[config.mk]
export PLATFORM = sky130hd
export DESIGN_NAME = seg_scan_bcd
export DESIGN_NICKNAME = d
export VERILOG_FILES = /design/src/rtl/seg_scan_bcd.sv
export SDC_FILE = /design/constraint.sdc
export NUM_CORES = 1
export LEC_CHECK = 0
export CAP_MARGIN = 5
export CORE_ASPECT_RATIO = 0.6
export CORE_MARGIN = 3
export CORE_UTILIZATION = 50
export CTS_BUF_LIST = sky130_fd_sc_hd__clkbuf_16
export DETAILED_ROUTE_END_ITERATION = 10
export HOLD_SLACK_MARGIN = 0.03
export PLACE_DENSITY = 0.75
export SLEW_MARGIN = 15
export SYNTH_ARGS = -nofsm -noshare
export SYNTH_HDL_FRONTEND = slang
export SYNTH_SLANG_ARGS = --single-unit
export TNS_END_PERCENT = 100
[constraint.sdc]
create_clock -name clk_50MHz -period 5.1 [get_ports clk_50MHz]
set_input_delay 1.02 -clock clk_50MHz [delete_from_list [all_inputs] [get_ports clk_50MHz]]
set_output_delay 1.02 -clock clk_50MHz [all_outputs]
set_load 0.005 [all_outputs]
[src/rtl/seg_scan_bcd.sv]
// Two-digit multiplexed common-anode 7-segment driver for a BCD seconds counter.
// Synchronises inputs, captures whole frames tear-free, blanks a leading zero and blinks a latched overflow dp.
module seg_scan_bcd #(
    parameter int SCAN_DIV      = 50_000,
    parameter int BLINK_TICKS   = 250,
    parameter int LEADING_BLANK = 1
) (
    input  logic       clk_50MHz,
    input  logic       clr,
    input  logic [3:0] high,
    input  logic [3:0] low,
    input  logic       cn,
    output logic [6:0] seg,
    output logic       dp,
    output logic [1:0] an
);

    localparam int PW = (SCAN_DIV > 1) ? $clog2(SCAN_DIV) : 1;
    localparam int BW = (BLINK_TICKS > 1) ? $clog2(BLINK_TICKS) : 1;
    localparam logic [PW-1:0] PS_MAX = PW'(SCAN_DIV - 1);
    localparam logic [BW-1:0] BL_MAX = BW'(BLINK_TICKS - 1);

    typedef enum logic [1:0] {S_LOW, S_GAP0, S_HIGH, S_GAP1} state_t;

    logic [8:0]    sync1, sync2;      // {cn, high, low}
    logic [7:0]    prev_digits;
    logic          cn_prev;
    logic [PW-1:0] ps_cnt, ps_cnt_n;
    state_t        state, state_n;
    logic [3:0]    shadow_high, shadow_low, shadow_high_n, shadow_low_n;
    logic          ovf, ovf_n;
    logic [BW-1:0] blink_cnt, blink_cnt_n;
    logic          blink_phase, blink_phase_n;
    logic [6:0]    seg_n;
    logic          dp_n;
    logic [1:0]    an_n;
    logic          tick, stable, cn_rise;

    function automatic logic [6:0] decode(input logic [3:0] d);
        logic [6:0] s;
        case (d)
            4'd0:    s = 7'b1000000;
            4'd1:    s = 7'b1111001;
            4'd2:    s = 7'b0100100;
            4'd3:    s = 7'b0110000;
            4'd4:    s = 7'b0011001;
            4'd5:    s = 7'b0010010;
            4'd6:    s = 7'b0000010;
            4'd7:    s = 7'b1111000;
            4'd8:    s = 7'b0000000;
            4'd9:    s = 7'b0010000;
            default: s = 7'b0111111;
        endcase
        return s;
    endfunction

    always_comb begin
        tick    = (ps_cnt == PS_MAX);
        stable  = (sync2[7:0] == prev_digits);
        cn_rise = sync2[8] & ~cn_prev;

        ps_cnt_n = tick ? '0 : ps_cnt + PW'(1);

        state_n = state;
        if (tick) begin
            case (state)
                S_LOW:   state_n = S_GAP0;
                S_GAP0:  state_n = S_HIGH;
                S_HIGH:  state_n = S_GAP1;
                default: state_n = S_LOW;
            endcase
        end

        // A frame only loads digits that have settled; otherwise the old frame is repeated whole.
        shadow_high_n = shadow_high;
        shadow_low_n  = shadow_low;
        if (tick && state == S_GAP1 && stable) begin
            shadow_high_n = sync2[7:4];
            shadow_low_n  = sync2[3:0];
        end

        ovf_n         = ovf | cn_rise;
        blink_cnt_n   = '0;
        blink_phase_n = 1'b0;
        if (ovf) begin
            blink_cnt_n   = blink_cnt;
            blink_phase_n = blink_phase;
            if (tick) begin
                if (blink_cnt == BL_MAX) begin
                    blink_cnt_n   = '0;
                    blink_phase_n = ~blink_phase;
                end else begin
                    blink_cnt_n = blink_cnt + BW'(1);
                end
            end
        end

        // Outputs are derived from the next-state values so they track the state with no extra lag.
        seg_n = 7'h7F;
        dp_n  = 1'b1;
        an_n  = 2'b11;
        case (state_n)
            S_LOW: begin
                an_n  = 2'b10;
                seg_n = decode(shadow_low_n);
            end
            S_HIGH: begin
                if (!(LEADING_BLANK != 0 && shadow_high_n == 4'd0)) begin
                    an_n  = 2'b01;
                    seg_n = decode(shadow_high_n);
                    dp_n  = ~(ovf_n & blink_phase_n);
                end
            end
            default: ;
        endcase
    end

    always_ff @(posedge clk_50MHz or posedge clr) begin
        if (clr) begin
            sync1       <= '0;
            sync2       <= '0;
            prev_digits <= '0;
            cn_prev     <= 1'b0;
            ps_cnt      <= '0;
            state       <= S_LOW;
            shadow_high <= '0;
            shadow_low  <= '0;
            ovf         <= 1'b0;
            blink_cnt   <= '0;
            blink_phase <= 1'b0;
            seg         <= 7'h7F;
            dp          <= 1'b1;
            an          <= 2'b11;
        end else begin
            sync1       <= {cn, high, low};
            sync2       <= sync1;
            prev_digits <= sync2[7:0];
            cn_prev     <= sync2[8];
            ps_cnt      <= ps_cnt_n;
            state       <= state_n;
            shadow_high <= shadow_high_n;
            shadow_low  <= shadow_low_n;
            ovf         <= ovf_n;
            blink_cnt   <= blink_cnt_n;
            blink_phase <= blink_phase_n;
            seg         <= seg_n;
            dp          <= dp_n;
            an          <= an_n;
        end
    end

endmodule

Word level (Yosys, flattened, before mapping):

Memory sizes are Yosys's and may differ from the RTL's.
Index checks and enable logic that the tools add are counted.

* output and inout port bits: 10
* logic and storage cells: 54
* input bits: 11
* memories kept: 2
* flip-flop bits (word level): 73
* memory bits (read-only): 224

Memories
* (no name shown): depth 16, bits a word 7, read ports 1, clocked after Yosys merged registers in 0, wr ports 0, RTL line 41 `case (d)`
* (no name shown): depth 16, bits a word 7, read ports 1, clocked after Yosys merged registers in 0, wr ports 0, RTL line 41

* multiplexer cells: 17
* eq/ne operators: 8
* reductions and logical operators: 5
* add/subtract/negate cells: 2
* bitwise operators: 6

Operator list (number)
* two-way mux 8 bit: 3
* adder 16 x 1 -> 16 bit, second input constant: 1
* == test 16 bit, second input constant: 1
* two-way mux 16 bit: 1
* one-hot mux 7 bit (2 select lines): 1
* adder 8 x 1 -> 8 bit, second input constant: 1
* == test 8 bit: 1
* == test 8 bit, second input constant: 1
* two-way mux 4 bit: 2
* two-way mux 7 bit: 1
* == test 2 bit, second input constant: 3
* one-hot mux 2 bit (3 select lines): 1
* two-way mux 1 bit: 5
* logical NOT 2 bit: 2
* logical NOT 4 bit: 1
* two-way mux 2 bit: 2
* one-hot mux 2 bit (2 select lines): 1
* NOT 1 bit: 3
* AND 1 bit: 2
* == test 2 x 1 -> 1 bit, second input constant: 1
* logical AND 1 bit: 2
* != test 2 x 1 -> 1 bit, second input constant: 1
* OR 1 bit: 1

Depth between registers and ports, before layout:

Gate-level depths: netlist (run 1).

* depth after elaboration: 8
* mapped depth: 14

Worst setup path after synthesis (run 1):

Ideal clock, no wire load.

* path kind: reg-to-reg
* from: register ps_cnt[0]
* to: register seg[2]
* period minus slack after synthesis: 2.958 ns
* cell stages (with the launch flop): 15
* data arrival time: 2.868 ns
* setup slack: 2.142 ns
* cells stage by stage: dfrtp_1 > ha_1 > and3_1 > buf_2 > nand4_2 > nor4_4 > buf_2 > mux2i_1 > ha_1 > nor2b_1 > o21ai_0 > mux2i_1 > or3_1 > a31oi_1 > a21oi_1

* word-level cells in the longest chain between the ends: 7
* elaborated cells between the ends (all ways): 13
* those cells by class: eq/ne (2); mux (5); reduce/logical (4); memory (2)

Ends and longest elaborated chain
* from (decl): RTL line 28 `logic [PW-1:0] ps_cnt, ps_cnt_n;`
* from (signal assigned): RTL line 139 `ps_cnt <= ps_cnt_n;`
* == test 16 bit (*): RTL line 58 `tick = (ps_cnt == PS_MAX);`
* logical AND 1 bit (2 in series): RTL line 77 `if (tick && state == S_GAP1 && stable) begin`
* two-way mux 4 bit: RTL line 77
* memory (16 x 7 bit) / logical NOT 4 bit (equally long branches)
* two-way mux 7 bit: RTL line 108 `if (!(LEADING_BLANK != 0 && shadow_high_n == 4'd0)) begin`
* one-hot mux 7 bit (2 select lines) (*): RTL line 102 `case (state_n)`
* via seg_n[2]: RTL line 34 `logic [6:0] seg_n;`
* to (signal assigned): RTL line 146 `seg <= seg_n;`
* to (decl): RTL line 13 `output logic [6:0] seg,`

The timed path passes the listed nets; every way through them passes the cells marked *.
A chain may end at the register's enable or synchronous reset.

Worst setup path in the final report (run 1):

* from: register ps_cnt[0]
* to: register seg[6]

Same word-level chain as after synthesis.

==> impl_metrics.json, run 1 <==
{
  "status": "finished clean",
  "path_class": "reg -> reg",
  "grt_use_total_pct": 16.6,
  "use_met1_pct": 24.9,
  "dr.pass1.iters": 4,
  "cts_htree_levels": 3,
  "cp_data_required_time_ns": 5.31,
  "crit_path_end_kind": "flip-flop",
  "fin_area_um2": 3920,
  "final.setup.tns_ns": 0,
  "setup_viol": 0,
  "p_sw_share_pct": 20.4,
  "ys_warn_count": 0,
  "dieArea_um2": 7750,
  "synth_top_family_by_area": "simple AND/OR/NAND/NOR gates",
  "min_period_ns": 3.92,
  "mostFrequentLayoutCell": "dfrtp_1",
  "power_mw": 1.23,
  "cp_max_fo": 14,
  "start_kind": "flip-flop",
  "initial_utilization_pct": 53.1,
  "hold_class": "reg -> reg",
  "met3_usage_pct": 7.93,
  "worstHoldEndpoint": "sync2[1]",
  "cts_buffers": 9,
  "antenna_found_initial": 0,
  "use_met2_pct": 21.4,
  "top_usage_layer": "met1",
  "synth-main-ff-cell": "dfrtp_1",
  "drive_gt1_share_pct": 11.4,
  "fmax_mhz": 255,
  "slew-limit-headroom_pct": 38.6,
  "synth-simple-area-share_pct": 16.4,
  "synth-compound-area-share_pct": 8.29,
  "placed_area_um2": 3630,
  "pwr-share-seq_pct": 48.9,
  "async_flop_share_pct": 100,
  "yosysSeqAreaShare_pct": 54.9,
  "post-place-ws_ns": 1.27,
  "worst-r2r-setup-slack_ns": 1.18,
  "irDropWorstVdd_uv": 248,
  "tightest_slew_ns": 0.914,
  "cts_buffer_depth": 2,
  "drtAntennaViolNets": 0,
  "hold_viol": 0,
  "nFillCells": 495,
  "grt_overflow": 0,
  "fin_nets": 348,
  "fp-row-count": 22,
  "maxCapViolCount": 0,
  "yosys-mux-area-fraction_pct": 4.15,
  "die_w_um": 112,
  "slew_viol_final": 0,
  "synth_xor_area_share_pct": 6.54,
  "ctsRootBufferMaster": "clkbuf_16",
  "syn_area_per_cell_um2": 11.5,
  "wl_per_cell_um": 14.6,
  "hold_depth": 0,
  "post-route-period-util_pct": 76.9,
  "gp_congestion": 0.860,
  "portBuffers": 20,
  "dp_hpwl_mm": 4.24,
  "drcViolationCount": 0,
  "internal_power_uw": 976,
  "routed_via_density": 5.23,
  "leakage_nw": 1.82,
  "syn_nets": 321,
  "p_comb_share_pct": 2.4,
  "area_delta_synth_final_pct": 17.1,
  "postCtsHoldBufs": 0,
  "path_clk_slew_ns": 0.05,
  "cts_sinks": 73,
  "synth-adder-area-share_pct": 6.72,
  "die_y_um": 69.4,
  "via_count": 2133,
  "cts_tree": "done",
  "clock_skew_ns": 0.00244,
  "diodes": 0,
  "worst-r2r-cell-count": 9,
  "post_cts_resized": 0,
  "synth_cell_types": 50,
  "grt_max_degree": 40,
  "grt_pass1_vias": 2060,
  "clk_latency_ns": 0.33,
  "postCtsSetupBuffers": 0,
  "worst_slack_ns": 1.18,
  "p_sw_uw": 250,
  "rsz0062_at_grt": "no",
  "reg2reg_to": "seg[6]",
  "io_pins": 21,
  "drt_iter0_drc": 156,
  "layout_common_cells": "dfrtp_1 (63), nand2_1 (25), nor2_1 (21)",
  "core_um2": 6300,
  "reg2reg_from": "ps_cnt[0]",
  "ys_ff_latch": 73,
  "worstHoldStart": "sync1[1]",
  "grt_first_pass_wirelength_mm": 10.1,
  "synth_cells": 292,
  "powerDensity_nw_per_um2": 313,
  "synth_area_um2": 3350,
  "crit_arrival_ns": 4.14,
  "synth_edf_count": 0,
  "wl_mm": 5.96,
  "power_frac_clock_pct": 48.7
}
==> worst max-delay path, stage by stage, from the launching register on <==
cell     delay [ns]
dfrtp_1        0.36
ha_1           0.18
and3_1         0.27
nand4_2        0.33
nor4_4         0.92
mux2i_1        0.30
ha_1           0.33
nor4b_1        0.16
nor4_1         0.74
a22oi_1        0.20
==> per-layer routing <==
metal	share of wire (%)	vias up	wire [um]
li1	-	1054	-
met4	0.70	0	42
met2	40	60	2410
met1	51	1014	3070
met5	0	-	0
met3	7.4	5	439
==> power groups by stage <==
stage / registers, mW / logic (mW) / clock network [mW]
floorplan: 0.607 / 0.0178 / 0
CTS: 0.599 / 0.0308 / 0.619
global placement: 0.609 / 0.0301 / 0
global route: 0.600 / 0.0336 / 0.646
finish: 0.599 / 0.0293 / 0.598
detailed placement: 0.609 / 0.0307 / 0
==> sequential cells by signal (all words and copies together), names as in the netlist, 4 cells and up <==
name / flops
sync1: 9
sync2: 9
prev_digits: 8
seg: 7
ps_cnt: 16
shadow_low: 4
blink_cnt: 8
shadow_high: 4
==> final cells by class <==
type / instances / area, um^2 / area share (%)
Inverter: 19 / 71.3 / 1.82
Tap cell: 84 / 105 / 2.68
Sequential cell: 73 / 1840 / 46.9
Clock buffer: 9 / 225 / 5.74
Clock inverter: 7 / 62.6 / 1.60
Multi-Input combinational cell: 195 / 1410 / 36.0
Timing Repair Buffer: 21 / 208 / 5.30
==> cell usage after synthesis, types with 3 or more instances <==
cell	count	area share, %
a21oi_1	9	1.3
xor2_1	12	3.1
dfstp_2	10	7.8
o221ai_1	3	0.78
o21ai_0	11	1.6
nand2_1	25	2.8
and3_1	8	1.5
nor3b_1	4	0.90
mux2i_4	3	2.0
inv_1	18	2.0
a31oi_1	3	0.56
nor3_1	4	0.60
nor2_1	21	2.4
ha_1	18	6.7
or3_1	4	0.75
xnor2_1	13	3.4
dfrtp_1	63	47
nor2b_1	5	0.93
nand3_1	11	1.6
mux2i_1	6	1.8
and2_1	3	0.56
==> through the flow <==
stage,util (%),std cells,hold slack [ns]
3_3_place_gp,57.6,392,0.332
3_5_place_dp,57.6,392,0.336
4_1_cts,62.2,408,0.345
6_report,62.2,408,0.344
5_1_grt,62.2,408,0.346
2_1_floorplan,-,292,0.331
==> logic make-up (layout without fill, tap and decap cells) <==
family	Yosys count	after routing
fa+ha+maj	18	18
mux	10	10
buf+inv	24	56
xor+xnor	25	25
compound gates	43	43
simple gates	99	99
flops	73	73
==> worst max path at each step <==
stage,startpoint,endpoint,cells after the start
finish,ps_cnt[0],seg[6],9
global route,ps_cnt[0],seg[6],9
CTS,ps_cnt[0],seg[6],9
detailed placement,ps_cnt[0],seg[6],9
global placement,ps_cnt[0],seg[6],9
floorplan,ps_cnt[0],seg[2],14
Power figures use the tool's default switching activity.
==> inputs of run 2 (changes only) <==
--- a/config.mk
+++ b/config.mk
@@ -12,7 +12,7 @@
 export CTS_BUF_LIST = sky130_fd_sc_hd__clkbuf_16
 export DETAILED_ROUTE_END_ITERATION = 10
 export HOLD_SLACK_MARGIN = 0.03
-export PLACE_DENSITY = 0.75
+export PLACE_DENSITY = 0.78
 export SLEW_MARGIN = 15
 export SYNTH_ARGS = -nofsm -noshare
 export SYNTH_HDL_FRONTEND = slang
==> constraint.sdc (replaced) <==
create_clock -name clk_50MHz -period 3.2 [get_ports clk_50MHz]
set_input_delay 0.64 -clock clk_50MHz [delete_from_list [all_inputs] [get_ports clk_50MHz]]
set_output_delay 0.64 -clock clk_50MHz [all_outputs]
set_load 0.005 [all_outputs]
==> run 2 against run 1 <==
Compared with the run above:
- first-iteration DRC count down 4.5%
- worst setup slack worse by 0.97 ns
- clock skew up 0.0029 ns
- clock power up 45%
- sequential power up 59%
- utilization up 0.79 points
- cell count up 2.5%
- power up 53%
- final area up 1.3%
- via count up 5.2%
- clock-buffer cell count unchanged
- wire length up 9.8%
- critical path type unchanged
- highest routed layer unchanged
==> impl_metrics.json, run 2 (same netlist as run 1, synthesis figures left out) <==
{
  "drive_gt1_share_pct": 13.5,
  "clk_latency_ns": 0.33,
  "core_um2": 6300,
  "wl_per_cell_um": 15.7,
  "portBuffers": 20,
  "leakage_nw": 1.86,
  "fp-row-count": 22,
  "mostFrequentLayoutCell": "dfrtp_1",
  "tightest_slew_ns": 0.793,
  "dp_hpwl_mm": 4.65,
  "powerDensity_nw_per_um2": 472,
  "instances_no_fill": 418,
  "p_sw_uw": 400,
  "min_period_ns": 2.99,
  "drt_iter0_drc": 149,
  "maxCapViolCount": 0,
  "fin_nets": 358,
  "grt_pass1_vias": 2208,
  "drcViolationCount": 0,
  "pwr-share-seq_pct": 51.0,
  "whs_ns": 0.348,
  "area_delta_synth_final_pct": 18.6,
  "worst_slack_ns": 0.206,
  "nFillCells": 503,
  "die_y_um": 69.4,
  "power_frac_clock_pct": 46.3,
  "fmax_mhz": 334,
  "p_comb_share_pct": 2.7,
  "p_sw_share_pct": 21.4,
  "drtAntennaViolNets": 0,
  "post-route-util_pct": 63.0,
  "path_clk_slew_ns": 0.06,
  "slew_viol_final": 0,
  "largest_registers": "ps_cnt: 16 flops, sync1: 9 flops, sync2: 9 flops",
  "die_w_um": 112,
  "crit_arrival_ns": 3.24,
  "start_kind": "flip-flop",
  "path_class": "reg -> reg",
  "fin_area_um2": 3970,
  "post-place-ws_ns": 0.237,
  "gp_congestion": 0.953,
  "placed_cells_incl_taps": 401,
  "cts_buffer_depth": 2,
  "status": "finished clean",
  "hold_viol": 0,
  "setup_viol": 0,
  "ctsRootBufferMaster": "clkbuf_16",
  "regMostFlops": "ps_cnt",
  "via_count": 2243,
  "grt_max_degree": 42,
  "largest_register_ffs": 16,
  "slew-limit-headroom_pct": 47.0,
  "dr.pass1.iters": 4,
  "cts_sinks": 73,
  "postCtsHoldBufs": 0,
  "grt_overflow": 0,
  "diodes": 0,
  "grt_first_pass_wirelength_mm": 11.0,
  "placed_area_um2": 3700,
  "layout_common_cells": "dfrtp_1 (63), nand2_1 (25), nor2_1 (21)",
  "cp_max_fo": 5,
  "crit_path_end_kind": "flip-flop",
  "internal_power_mw": 1.47,
  "io_pins": 21,
  "cts_tree": "done",
  "hold_class": "reg -> reg",
  "cp_data_required_time_ns": 3.45,
  "routed_via_density": 5.37,
  "wl_mm": 6.55,
  "cts_htree_levels": 3,
  "clock_skew_ns": 0.00531,
  "irDropWorstVdd_uv": 315,
  "dieArea_um2": 7750,
  "initial_utilization_pct": 53.1,
  "antenna_found_initial": 0,
  "post-route-period-util_pct": 93.6,
  "cts_buffers": 9,
  "grt_use_total_pct": 18.3
}
==> run 2: changes by cell type in the layout (fill, tap and decap cells not counted), sizes merged <==
cell      previous run  this run
buf                  1        11
bufinv               1         0
clkinvlp             2         1
inv                 20        22
==> run 2: final timing paths <==
check / from / to / slack, ns / depth (start not counted)
min in group asynchronous: clr / blink_cnt[5] / 0.71 / 3
max: ps_cnt[0] / seg[5] / 0.21 / 12
max reg2reg: ps_cnt[0] / seg[5] / 0.21 / 12
min: sync1[5] / sync2[5] / 0.35 / 0
max in group asynchronous: clr / an[0] / 2.06 / 3
min reg2reg: sync1[5] / sync2[5] / 0.35 / 0
==> run 2: through the flow <==
stage | power, mW | setup TNS, ns
3_3_place_gp | 1.02 | 0
6_report | 1.87 | 0
4_1_cts | 1.90 | 0
3_5_place_dp | 1.02 | 0
2_1_floorplan | 0.995 | 0
5_1_grt | 1.95 | -0.00234
==> run 2: critical path: stages (launching register included) <==
cell	delay [ns]
dfrtp_1	0.36
ha_1	0.18
and3_1	0.27
nand4_2	0.18
nor4_4	0.43
mux2i_1	0.28
ha_1	0.27
nor2b_1	0.14
o21ai_0	0.07
mux2i_1	0.29
buf_4	0.17
a31oi_1	0.04
o211ai_1	0.21
==> run 2: final cells by class <==
cell class	instances	area, um^2	area share [%]
clock buffers	9	225	5.67
inverters	19	71.3	1.80
well taps	84	105	2.65
clock inverters	7	31.3	0.788
multi-input cells	195	1420	35.7
flip-flops and latches	73	1840	46.3
repair buffers	31	283	7.12
==> run 2: routing by layer <==
metal	track usage, %	wire length, um
met1	26.9	3260
met3	7.76	403
met5	0	0
met4	6.48	89
met2	24.1	2800
==> run 2: timing repair <==
action	4_1_cts	5_1_grt
setup buffers	0	1
setup endpoints to repair	0	3
resized for setup	0	1
endpoints found under the hold margin	0	0
==> run 2: power groups by stage <==
stage / clock network [mW] / logic, mW / registers [mW]
2_1_floorplan: 0 / 0.0283 / 0.967
3_3_place_gp: 0 / 0.0508 / 0.969
3_5_place_dp: 0 / 0.0522 / 0.970
4_1_cts: 0.890 / 0.0526 / 0.955
5_1_grt: 0.934 / 0.0570 / 0.956
6_report: 0.867 / 0.0504 / 0.955
